[config.mk]
export PLATFORM = sky130hd
export DESIGN_NAME = register_read_port
export DESIGN_NICKNAME = d
export VERILOG_FILES = /design/src/rtl/reg_bank_pkg.sv /design/src/rtl/reg_read_mux.sv /design/src/rtl/register_read_port.sv
export SDC_FILE = /design/constraint.sdc
export NUM_CORES = 1
export LEC_CHECK = 0
export ABC_AREA = 1
export BUFFER_PORTS_ARGS = -buffer_cell sky130_fd_sc_hd__buf_2
export CORE_UTILIZATION = 45
export DETAILED_ROUTE_END_ITERATION = 12
export MAX_ROUTING_LAYER = met4
export PLACE_DENSITY_LB_ADDON = 0.3
export REMOVE_ABC_BUFFERS = 1
export SYNTH_ARGS = -nofsm -noshare
export SYNTH_HDL_FRONTEND = slang
export SYNTH_SLANG_ARGS = --single-unit
[constraint.sdc]
create_clock -name CLK -period 1.7 [get_ports CLK]
set_input_delay 0.085 -clock CLK [delete_from_list [all_inputs] [get_ports CLK]]
set_output_delay 0.085 -clock CLK [all_outputs]
set_load 0.05 [all_outputs]
[src/rtl/reg_bank_pkg.sv]
// Shared definitions for the switchable register bank: default sizes,
// the read-port state type and the register slice helper.
package reg_bank_pkg;

  localparam int WIDTH_DEF    = 16;
  localparam int NUM_REGS_DEF = 8;

  typedef enum logic {
    EMPTY = 1'b0,
    FULL  = 1'b1
  } rd_state_t;

  // Bit offset of register idx inside the concatenated Q bus.
  function automatic int reg_lsb(input int idx, input int width);
    return idx * width;
  endfunction

endpackage

[src/rtl/reg_read_mux.sv]
// One-operand register selector with same-cycle store bypass and
// out-of-range detection. Purely combinational.
module reg_read_mux
  import reg_bank_pkg::*;
#(
  parameter int WIDTH    = WIDTH_DEF,
  parameter int NUM_REGS = NUM_REGS_DEF,
  parameter int ADDR_W   = 3,
  parameter int BYPASS   = 1
) (
  input  logic [NUM_REGS*WIDTH-1:0] R_ALL,
  input  logic [NUM_REGS-1:0]       SR_VEC,
  input  logic [WIDTH-1:0]          S_bus,
  input  logic [ADDR_W-1:0]         addr,
  output logic [WIDTH-1:0]          data,
  output logic                      err,
  output logic                      bypass_hit
);

  localparam bit USE_BYPASS = (BYPASS != 0);

  // A decode loop keeps every slice in range even when addr >= NUM_REGS.
  // NOTE: every output gets a default before the loop so no latch is inferred.
  always_comb begin
    data       = '0;
    err        = 1'b1;
    bypass_hit = 1'b0;
    for (int i = 0; i < NUM_REGS; i++) begin
      if (addr == ADDR_W'(i)) begin
        err        = 1'b0;
        bypass_hit = SR_VEC[i];
        data       = (USE_BYPASS && SR_VEC[i]) ? S_bus
                                               : R_ALL[reg_lsb(i, WIDTH) +: WIDTH];
      end
    end
  end

endmodule

[src/rtl/register_read_port.sv]
// Read port of the switchable register bank: captures A/B operands into a
// one-entry buffer and hands them to the ALU stage under valid/ready.
module register_read_port
  import reg_bank_pkg::*;
#(
  parameter int WIDTH    = WIDTH_DEF,
  parameter int NUM_REGS = NUM_REGS_DEF,
  parameter int ADDR_W   = 3,
  parameter int BYPASS   = 1
) (
  input  logic                      CLK,
  input  logic                      CLR,
  input  logic [NUM_REGS*WIDTH-1:0] R_ALL,
  input  logic [NUM_REGS-1:0]       SR_VEC,
  input  logic [WIDTH-1:0]          S_bus,
  input  logic                      req_valid,
  output logic                      req_ready,
  input  logic [ADDR_W-1:0]         addr_a,
  input  logic [ADDR_W-1:0]         addr_b,
  output logic                      rsp_valid,
  input  logic                      rsp_ready,
  output logic [WIDTH-1:0]          A_bus,
  output logic [WIDTH-1:0]          B_bus,
  output logic                      rsp_err,
  output logic                      rsp_stale
);

  localparam bit USE_BYPASS = (BYPASS != 0);

  rd_state_t         state_q, state_d;
  logic [WIDTH-1:0]  a_q, a_d, b_q, b_d;
  logic              err_q, err_d, stale_q, stale_d;
  logic [ADDR_W-1:0] held_a_q, held_a_d, held_b_q, held_b_d;

  logic [WIDTH-1:0]  data_a, data_b;
  logic              err_a, err_b, hit_a, hit_b;
  logic              accept, hold_hit;

  reg_read_mux #(.WIDTH(WIDTH), .NUM_REGS(NUM_REGS), .ADDR_W(ADDR_W), .BYPASS(BYPASS))
    u_mux_a (.R_ALL(R_ALL), .SR_VEC(SR_VEC), .S_bus(S_bus), .addr(addr_a),
             .data(data_a), .err(err_a), .bypass_hit(hit_a));

  reg_read_mux #(.WIDTH(WIDTH), .NUM_REGS(NUM_REGS), .ADDR_W(ADDR_W), .BYPASS(BYPASS))
    u_mux_b (.R_ALL(R_ALL), .SR_VEC(SR_VEC), .S_bus(S_bus), .addr(addr_b),
             .data(data_b), .err(err_b), .bypass_hit(hit_b));

  assign rsp_valid = (state_q == FULL);
  assign req_ready = (state_q == EMPTY) | rsp_ready;
  assign accept    = req_valid & req_ready;

  assign A_bus     = a_q;
  assign B_bus     = b_q;
  assign rsp_err   = err_q;
  assign rsp_stale = stale_q;

  // A store hitting either held source register makes the snapshot stale.
  always_comb begin
    hold_hit = 1'b0;
    for (int i = 0; i < NUM_REGS; i++) begin
      if (SR_VEC[i] && (held_a_q == ADDR_W'(i) || held_b_q == ADDR_W'(i))) begin
        hold_hit = 1'b1;
      end
    end
  end

  always_comb begin
    state_d  = state_q;
    a_d      = a_q;
    b_d      = b_q;
    err_d    = err_q;
    stale_d  = stale_q;
    held_a_d = held_a_q;
    held_b_d = held_b_q;

    if (accept) begin
      state_d  = FULL;
      a_d      = data_a;
      b_d      = data_b;
      err_d    = err_a | err_b;
      stale_d  = !USE_BYPASS && (hit_a || hit_b);
      held_a_d = addr_a;
      held_b_d = addr_b;
    end else if (state_q == FULL) begin
      if (rsp_ready) begin
        state_d = EMPTY;
        err_d   = 1'b0;
        stale_d = 1'b0;
      end else begin
        stale_d = stale_q | hold_hit;
      end
    end
  end

  // NOTE: sequential state uses non-blocking assignments only; all logic is in the _d terms.
  always_ff @(posedge CLK or negedge CLR) begin
    if (!CLR) begin
      state_q  <= EMPTY;
      a_q      <= '0;
      b_q      <= '0;
      err_q    <= 1'b0;
      stale_q  <= 1'b0;
      held_a_q <= '0;
      held_b_q <= '0;
    end else begin
      state_q  <= state_d;
      a_q      <= a_d;
      b_q      <= b_d;
      err_q    <= err_d;
      stale_q  <= stale_d;
      held_a_q <= held_a_d;
      held_b_q <= held_b_d;
    end
  end

endmodule
==> flow_summary.toml, run 1 <==
[outcome]
status = "complete, no violations"

[clock_tree]
cts_root_buf = "clkbuf_8"
cts_sinks = 41
clk_pin_slew_ns = 0.09
cts_tree = "done"
clk_latency_ns = 0.31
cts_max_level = 2
cts-buffers-inserted = 5
cts.repair_timing.setup_buffer_count = 0
cts.path.max_buffers = 2

[placement]
pre_cts_ws_ns = -0.1511
port_buffers = 197
dp_hpwl_um = 14620
place.gp.congestion = 0.9375

[hold_path]
hp-class = "input port to flop"

[cells_and_area]
layout.cells.most_common_list = "nand2_1 (458), buf_2 (197), nor2_1 (151)"
final_nets = 1340
antenna_cells = 0
syn2layout_area_growth_pct = 28.69
final_common_cell = "nand2_1"
drive_gt1_share_pct = 21.82

[detailed_routing]
wl_per_cell_um = 15.12
ant_nets = 0
viasPerCell = 5.409
drt_drc_violations_left = 0
dr.pass1.iters = 6
drtIter0Drc = 642
postRouteWirelength_um = 19870
via_count = 7107

[pwr]
ir_worst_vdd_v = 0.0003409
cellPowerDensity_nw_per_um2 = 653.0
leakage_nw = 3.544

[timing]
grt_setup_unrepaired = "no"
finalSetupTns_ns = 0
period_minus_slack_ns = 1.434
fin_crit_sh_pct = 84.33
finalSetupViolations = 0
fin_ws_ns = 0.2664
tightest_slew_ns = 1.139
drv_slew = 0
holdWs_ns = 0.02694
skew_ns = 0.01942
fmax_ghz = 0.6975
hold_viol_final = 0
relSlewSlack_pct = 23.76

[yosys]
syn-cell-area_um2 = 4959
ys_seq_area_share_pct = 20.69
synth.avg_cell_area_um2 = 5.029
ys_types = 17
ys_warn_count = 0
synth_cells = 986
ys_ff_latch = 41

[grt]
grt.total_usage_pct = 36.05
grt_remaining_overflow = 0
antenna_found_initial = 0
grt_max_degree = 77
first_global_vias = 6595
grt_pass1_wl_um = 31380

[floorplanning]
die_x_um = 107.0
coreArea_um2 = 10510
die_height_um = 107.0
initial_core_util_pct = 47.18
std_cell_rows = 37
boundaryPins = 198
die-area_um2 = 11440

[critical_path]
startpoint_type = "flop"
criticalPathCategory = "flop to flop"
endpoint_kind = "flop"
cp_max_fo = 76
cp.arrival_ns = 1.64
cp.required_ns = 1.90

[flow_run]
drv_cap = 0
==> metrics by stage <==
stage               util, %  instance area, um2  std cells  total power [mW]
CTS                   60.70                6379       1314             4.144
finish                60.72                6381       1314             4.167
global route          60.72                6381       1314             4.405
detailed placement    59.61                6265       1306             3.323
global placement      59.61                6265       1306             3.308
floorplan                 -                4743        933             2.549
==> synthesized netlist by cell type, drive strengths merged <==
cell / n / area share (%)
nand2: 459 / 35
nor2: 154 / 12
o21ai: 88 / 8.9
a21oi: 51 / 5.1
nand3: 50 / 5.0
inv: 48 / 3.6
dfrtp: 41 / 21
clkbuf: 40 / 3.0
nand4: 32 / 4.0
buf: 13 / 1.3
nor3: 6 / 1.2
clkinv: 1 / 0.076
nand3b: 1 / 0.15
o21a: 1 / 0.15
or2: 1 / 0.13
==> sequential cells by signal, indices dropped and copies added (netlist names) <==
signal     flops
A_bus         16
B_bus         16
held_a_q       3
held_b_q       3
rsp_err        1
rsp_stale      1
rsp_valid      1
==> power breakdown <==
| part | leakage (nW) | switching (mW) | internal [mW] |
|---|---|---|---|
| sequential | 0.513 | 0.121 | 1.14 |
| clock | 0.0540 | 0.398 | 0.429 |
| combinational | 2.98 | 1.45 | 0.629 |
| total | 3.54 | 1.97 | 2.20 |
==> worst paths after layout <==
check                      startpoint  slack (ns)     endpoint  depth (start not counted)
max                         rsp_valid        0.27    B_bus[12]                          8
min                         req_valid        0.03    rsp_valid                          2
max reg2reg                 rsp_valid        0.27    B_bus[12]                          8
min reg2reg                 B_bus[10]        0.48    B_bus[10]                          2
max in group asynchronous         CLR        0.88  held_b_q[0]                          3
min in group asynchronous         CLR        0.27    A_bus[11]                          2
==> metal layers <==
| layer | GRT usage (%) | share of wire [%] | up-vias |
|---|---|---|---|
| li1 | - | - | 3511 |
| met1 | 43.17 | 39 | 3043 |
| met2 | 59.12 | 46 | 465 |
| met3 | 4.863 | 11 | 88 |
| met4 | 18.79 | 4.3 | 0 |
| met5 | - | 0 | - |
==> layout make-up <==
cell class	count	area (um2)
clock buffer	5	68.82
clock inverter	2	35.03
fill	1125	4128
inverter	49	183.9
multi-input combinational	843	3551
sequential	41	1026
tap	136	170.2
timing repair buffer	238	1346
==> logic make-up after synthesis <==
family	count (synthesis)	share of synthesized area (%)
AOI/OAI and AO/OA	140	14.18
buffers and inverters	102	8.049
DFF	41	20.69
and+or+nand+nor	703	57.08
==> timing repair <==
action                                  CTS  global route
gates resized for setup                   0             1
hold buffers                              1             0
endpoints found under the setup margin    0             1
hold endpoints to repair                 16             0
==> critical path, stage by stage (launching register included) <==
cell and delay (ns):
dfrtp_1 0.37, inv_1 0.04, nor2_1 0.20, inv_1 0.10, nand2_2 0.09, buf_12 0.28
a21oi_1 0.07, nand2_1 0.08, nand2_1 0.06
(Power assumes the default switching activity.)
==> run 2, diff against run 1 <==
clock period = 1.45 ns   (was 1.7 ns; I/O delays follow)
==> run 2 against run 1 <==
Net effect:
- die area unchanged
- design area up 2.8%
- global-route usage down 0.16 points
- final cell count up 0.91%
- clock skew down 0.0071 ns
- clock power up 26%
- sequential power up 17%
- largest power group unchanged
- highest routed layer unchanged
==> flow_summary.toml, run 2 (synthesized netlist as in run 1, its figures left out) <==
[cells_and_area]
stdcell_count = 1326
final_nets = 1350
layout.cells.most_common_list = "nand2_1 (458), buf_2 (197), nor2_1 (150)"
syn2layout_area_growth_pct = 32.27
final_area_um2 = 6559
final_common_cell = "nand2_1"
drive_gt1_share_pct = 22.54

[floorplanning]
die-area_um2 = 11440
die_height_um = 107.0
die_x_um = 107.0
coreArea_um2 = 10510
boundaryPins = 198
std_cell_rows = 37
initial_core_util_pct = 47.18

[pwr]
swShare_pct = 46.51
ir_worst_vdd_v = 0.0005568
intPower_mw = 2.680
cellPowerDensity_nw_per_um2 = 763.9
power.switching_mw = 2.330
leakage_nw = 3.633
finalPower_mw = 5.010
p_clk_share_pct = 20.7
power_frac_seq_pct = 29.4
pwr-share-comb_pct = 49.9

[critical_path]
crit_buf_inv = 3
ff2ff_path_depth = 8
crit_slowest_cell = "dfrtp_1"
endpoint_kind = "flop"
r2r-start = "rsp_valid"
cp_top_family = "simple AND/OR/NAND/NOR gates"
cp_slowest_stage_delay_ns = 0.37
r2r_slack_ns = 0.13
reg2reg_to = "B_bus[4]"
startpoint_type = "flop"
worstPathCellList = "inv_1 > nor2_2 > inv_1 > nand2_4 > buf_12 > a21oi_1 > nand2_1 > nand2_1"
criticalPathCategory = "flop to flop"
cp.required_ns = 1.64
cp.arrival_ns = 1.52
cp_max_fo = 23

[placement]
place_area_um2 = 6395
dp_hpwl_um = 14680
dp.cells = 1315
port_buffers = 197
place.gp.congestion = 0.9761
pre_cts_ws_ns = -0.3115

[timing]
skew_ns = 0.01231
grt_setup_unrepaired = "no"
fmax_ghz = 0.7551
finalSetupTns_ns = 0
tightest_slew_ns = 0.8131
finalSetupViolations = 0
drv_slew = 0
fin_ws_ns = 0.1256
fin_crit_sh_pct = 91.34
relSlewSlack_pct = 45.74
period_minus_slack_ns = 1.324
hold_viol_final = 0

[clock_tree]
clk_latency_ns = 0.31
cts_root_buf = "clkbuf_8"
cts.repair_timing.setup_buffer_count = 0
cts-buffers-inserted = 5
cts.path.max_buffers = 2
cts_max_level = 2
cts_sinks = 41
clk_pin_slew_ns = 0.09
cts_tree = "done"

[grt]
grt_util_met3_pct = 4.924
met1_usage_pct = 44.20
first_global_vias = 6527
grt.total_usage_pct = 35.89
grt_remaining_overflow = 0
grt_max_degree = 47
antenna_found_initial = 1
grt_pass1_wl_um = 31400
met2_usage_pct = 58.06
top_usage_layer = "met2"

[hold_path]
hold_start = "req_valid"
min_path_cells = 2
hp-class = "input port to flop"
hold_path_end = "rsp_valid"

[detailed_routing]
drt_drc_violations_left = 0
ant_nets = 0
postRouteWirelength_um = 20050
drtIter0Drc = 609
dr.pass1.iters = 6
wl_per_cell_um = 15.12
via_count = 7174
viasPerCell = 5.410

[outcome]
status = "complete, no violations"

[flow_run]
drv_cap = 0
## run 2: changes by cell type in the layout (fill, tap and decap cells not counted), sizes merged
cell	change
buf	+9
clkbuf	+3
clkinv	-1
diode	+1
## run 2: final cells by class
| type | instances | area (um2) |
|---|---|---|
| inverters | 49 | 183.9 |
| well taps | 136 | 170.2 |
| flip-flops and latches | 41 | 1026 |
| clock inverters | 1 | 30.03 |
| clock buffers | 7 | 86.33 |
| multi-input cells | 843 | 3558 |
| diodes | 1 | 2.502 |
| repair buffers | 248 | 1501 |
| fillers | 1051 | 3950 |
## run 2: worst reg2reg max path: stages, from the launching register on
cell and delay [ns]:
dfrtp_1 0.37, inv_1 0.05, nor2_2 0.15, inv_1 0.11
nand2_4 0.14, buf_12 0.19, a21oi_1 0.08, nand2_1 0.07
nand2_1 0.06
## run 2: what timing repair did
item                                   4_1_cts  5_1_grt
hold buffers                                 1        0
endpoints found under the hold margin       20        0
setup endpoints to repair                    0       26
resized for setup                            0        3
## run 2: power by group through the flow
stage / sequential, mW / clock, mW / combinational, mW
global route: 1.49 / 1.08 / 2.72
finish: 1.47 / 1.04 / 2.50
global placement: 1.49 / 0 / 2.43
floorplan: 2.08 / 0 / 0.910
CTS: 1.47 / 1.04 / 2.46
detailed placement: 1.49 / 0 / 2.45
## run 2: metal layers
metal	share of wire (%)	wire length, um	vias to the layer above
met5	0	0	-
met4	3.5	699	0
met3	9.9	1986	79
met2	47	9332	473
met1	40	8030	3085
li1	-	-	3537
## run 2: through the flow
step / hold slack, ns / utilization [%]
floorplan: -0.2231 / -
global placement: 0.1050 / 60.85
detailed placement: 0.09101 / 60.85
CTS: 0.003413 / 62.06
global route: 0.03861 / 62.41
finish: 0.02484 / 62.41
## run 2: how the worst max path moves through the flow
stage / from / to / slack (ns) / cells past startpoint
after CTS: addr_a[1] / A_bus[0] / 0.02 / 10
final: rsp_valid / B_bus[4] / 0.13 / 8
after global placement: addr_a[1] / A_bus[5] / -0.31 / 10
after detailed placement: addr_a[1] / A_bus[14] / -0.31 / 10
after floorplan: rsp_valid / A_bus[0] / -1.24 / 7
after global routing: rsp_valid / B_bus[4] / 0.02 / 8
==> run 3, diff against run 2 <==
CAP_MARGIN = 30   (was not set)
PLACE_DENSITY = 0.83   (was not set)
PLACE_DENSITY_LB_ADDON = not set   (was 0.3)
==> run 3 against run 2 <==
Net effect:
- combinational power about the same
- design area fell by 0.15%
- clock-buffer cell count down 2
- critical path depth did not move
- via count increased by 0.63%
- non-clock buffer count is 7 lower
- first-iteration DRC count up 1.1%
- hold slack got worse by 0.019 ns
- sequential power is essentially flat
- flip-flop and latch count stayed put
- setup slack better by 0.0054 ns
- largest power group unchanged
- highest routed layer unchanged
==> flow_summary.toml, run 3 (synthesized netlist as in run 1, its figures left out) <==
[critical_path]
cp_top_family = "simple AND/OR/NAND/NOR gates"
crit_slowest_cell = "dfrtp_1"
startpoint_type = "flop"
cp.arrival_ns = 1.53
cp_max_fo = 27
cp.required_ns = 1.66
worstPathCellList = "inv_1 > nor2_2 > inv_1 > nand2_2 > buf_12 > a21oi_1 > nand2_1 > nand2_1"
endpoint_kind = "flop"
cp_slowest_stage_delay_ns = 0.37
criticalPathCategory = "flop to flop"
crit_buf_inv = 3

[clock_tree]
cts_tree = "done"
cts_sinks = 41
cts-buffers-inserted = 5
clk_latency_ns = 0.31
cts_root_buf = "clkbuf_8"
clk_pin_slew_ns = 0.10
cts.path.max_buffers = 2
cts_max_level = 2

[grt]
first_global_vias = 6592
grt_pass1_wl_um = 31280
grt_remaining_overflow = 0
grt.total_usage_pct = 35.89
grt_max_degree = 42
antenna_found_initial = 1

[detailed_routing]
postRouteWirelength_um = 19780
wl_per_cell_um = 14.98
via_count = 7219
viasPerCell = 5.469
drt_drc_violations_left = 0
drtIter0Drc = 616
ant_nets = 0
dr.pass1.iters = 6

[pwr]
leakage_nw = 3.609
swShare_pct = 45.69
p_clk_share_pct = 23.0
cellPowerDensity_nw_per_um2 = 786.1
power_frac_seq_pct = 28.8
pwr-share-comb_pct = 48.2
power.switching_mw = 2.352
intPower_mw = 2.796
ir_worst_vdd_v = 0.0005066

[timing]
fmax_ghz = 0.7582
relSlewSlack_pct = 45.35
tightest_slew_ns = 0.8188
fin_crit_sh_pct = 90.96
finalSetupViolations = 0
period_minus_slack_ns = 1.319
finalSetupTns_ns = 0
grt_setup_unrepaired = "no"
hold_viol_final = 0
holdWs_ns = 0.005835
drv_slew = 0
skew_ns = 0.01567

[floorplanning]
initial_core_util_pct = 47.18
die_height_um = 107.0
std_cell_rows = 37
coreArea_um2 = 10510
boundaryPins = 198
die-area_um2 = 11440
die_x_um = 107.0

[cells_and_area]
layout.cells.most_common_list = "nand2_1 (458), buf_2 (197), nor2_1 (147)"
postLayoutCoreUtil_pct = 62.32
final_nets = 1343
drive_gt1_share_pct = 22.42
syn2layout_area_growth_pct = 32.07
final_common_cell = "nand2_1"

[hold_path]
hp-class = "input port to flop"

[placement]
place.gp.congestion = 0.9370
dp_hpwl_um = 14310
port_buffers = 197

[outcome]
status = "complete, no violations"

[flow_run]
drv_cap = 0
==> run 3: power groups by stage <==
stage,logic [mW],clock network [mW],registers [mW]
6_report,2.48,1.19,1.48
5_1_grt,2.70,1.23,1.50
4_1_cts,2.46,1.18,1.48
3_5_place_dp,2.45,0,1.49
3_3_place_gp,2.42,0,1.50
2_1_floorplan,0.910,0,2.08
==> run 3: timing repair <==
item | CTS | global route
setup endpoints to repair | 0 | 34
hold buffers | 1 | 0
hold endpoints to repair | 41 | 0
setup buffers | 0 | 0
resized for setup | 0 | 1
==> run 3: per-stage QoR <==
stage	instance area [um2]	setup slack [ns]	power, mW	instances
after floorplan	4743	-1.238	2.988	933
after global placement	6397	0.03163	3.919	1309
after detailed placement	6397	-0.03048	3.942	1309
after CTS	6541	0.06072	5.111	1318
after global routing	6546	0.005573	5.431	1319
final	6549	0.1311	5.148	1320
==> run 3: cell type report <==
cell class,instances,area (um2)
Sequential cell,41,1026
Tap cell,136,170.2
Fill cell,1062,3960
Antenna cell,2,5.005
Multi-Input combinational cell,843,3561
Clock inverter,3,65.06
Timing Repair Buffer,241,1469
Inverter,49,183.9
Clock buffer,5,68.82
==> run 3: path summary, 6_finish.rpt <==
path,startpoint,endpoint,slack (ns),cells past startpoint
hold reg to reg,B_bus[6],B_bus[6],0.48,2
min in group asynchronous,CLR,B_bus[14],0.39,3
setup / recovery,rsp_valid,B_bus[13],0.13,8
max in group asynchronous,CLR,held_a_q[2],0.65,3
hold / removal,req_valid,rsp_valid,0.006,2
setup reg to reg,rsp_valid,B_bus[13],0.13,8
==> run 3: metal layers <==
| metal | part of all wire [%] | wire length (um) | GRT usage (%) | vias up |
|---|---|---|---|---|
| met5 | 0 | 0 | - | - |
| met4 | 3.8 | 750 | 18.88 | 0 |
| met3 | 12 | 2317 | 4.195 | 82 |
| met2 | 46 | 9161 | 58.02 | 524 |
| met1 | 38 | 7550 | 44.04 | 3089 |
| li1 | - | - | - | 3524 |
==> run 3: worst reg2reg max path: cells and delay by family, from the launching register on <==
family / cells / cell delay (ns)
buffers and inverters: 3 / 0.34
AO/OA/AOI/OAI: 1 / 0.07
AND/OR/NAND/NOR: 4 / 0.45
flip-flops: 1 / 0.37
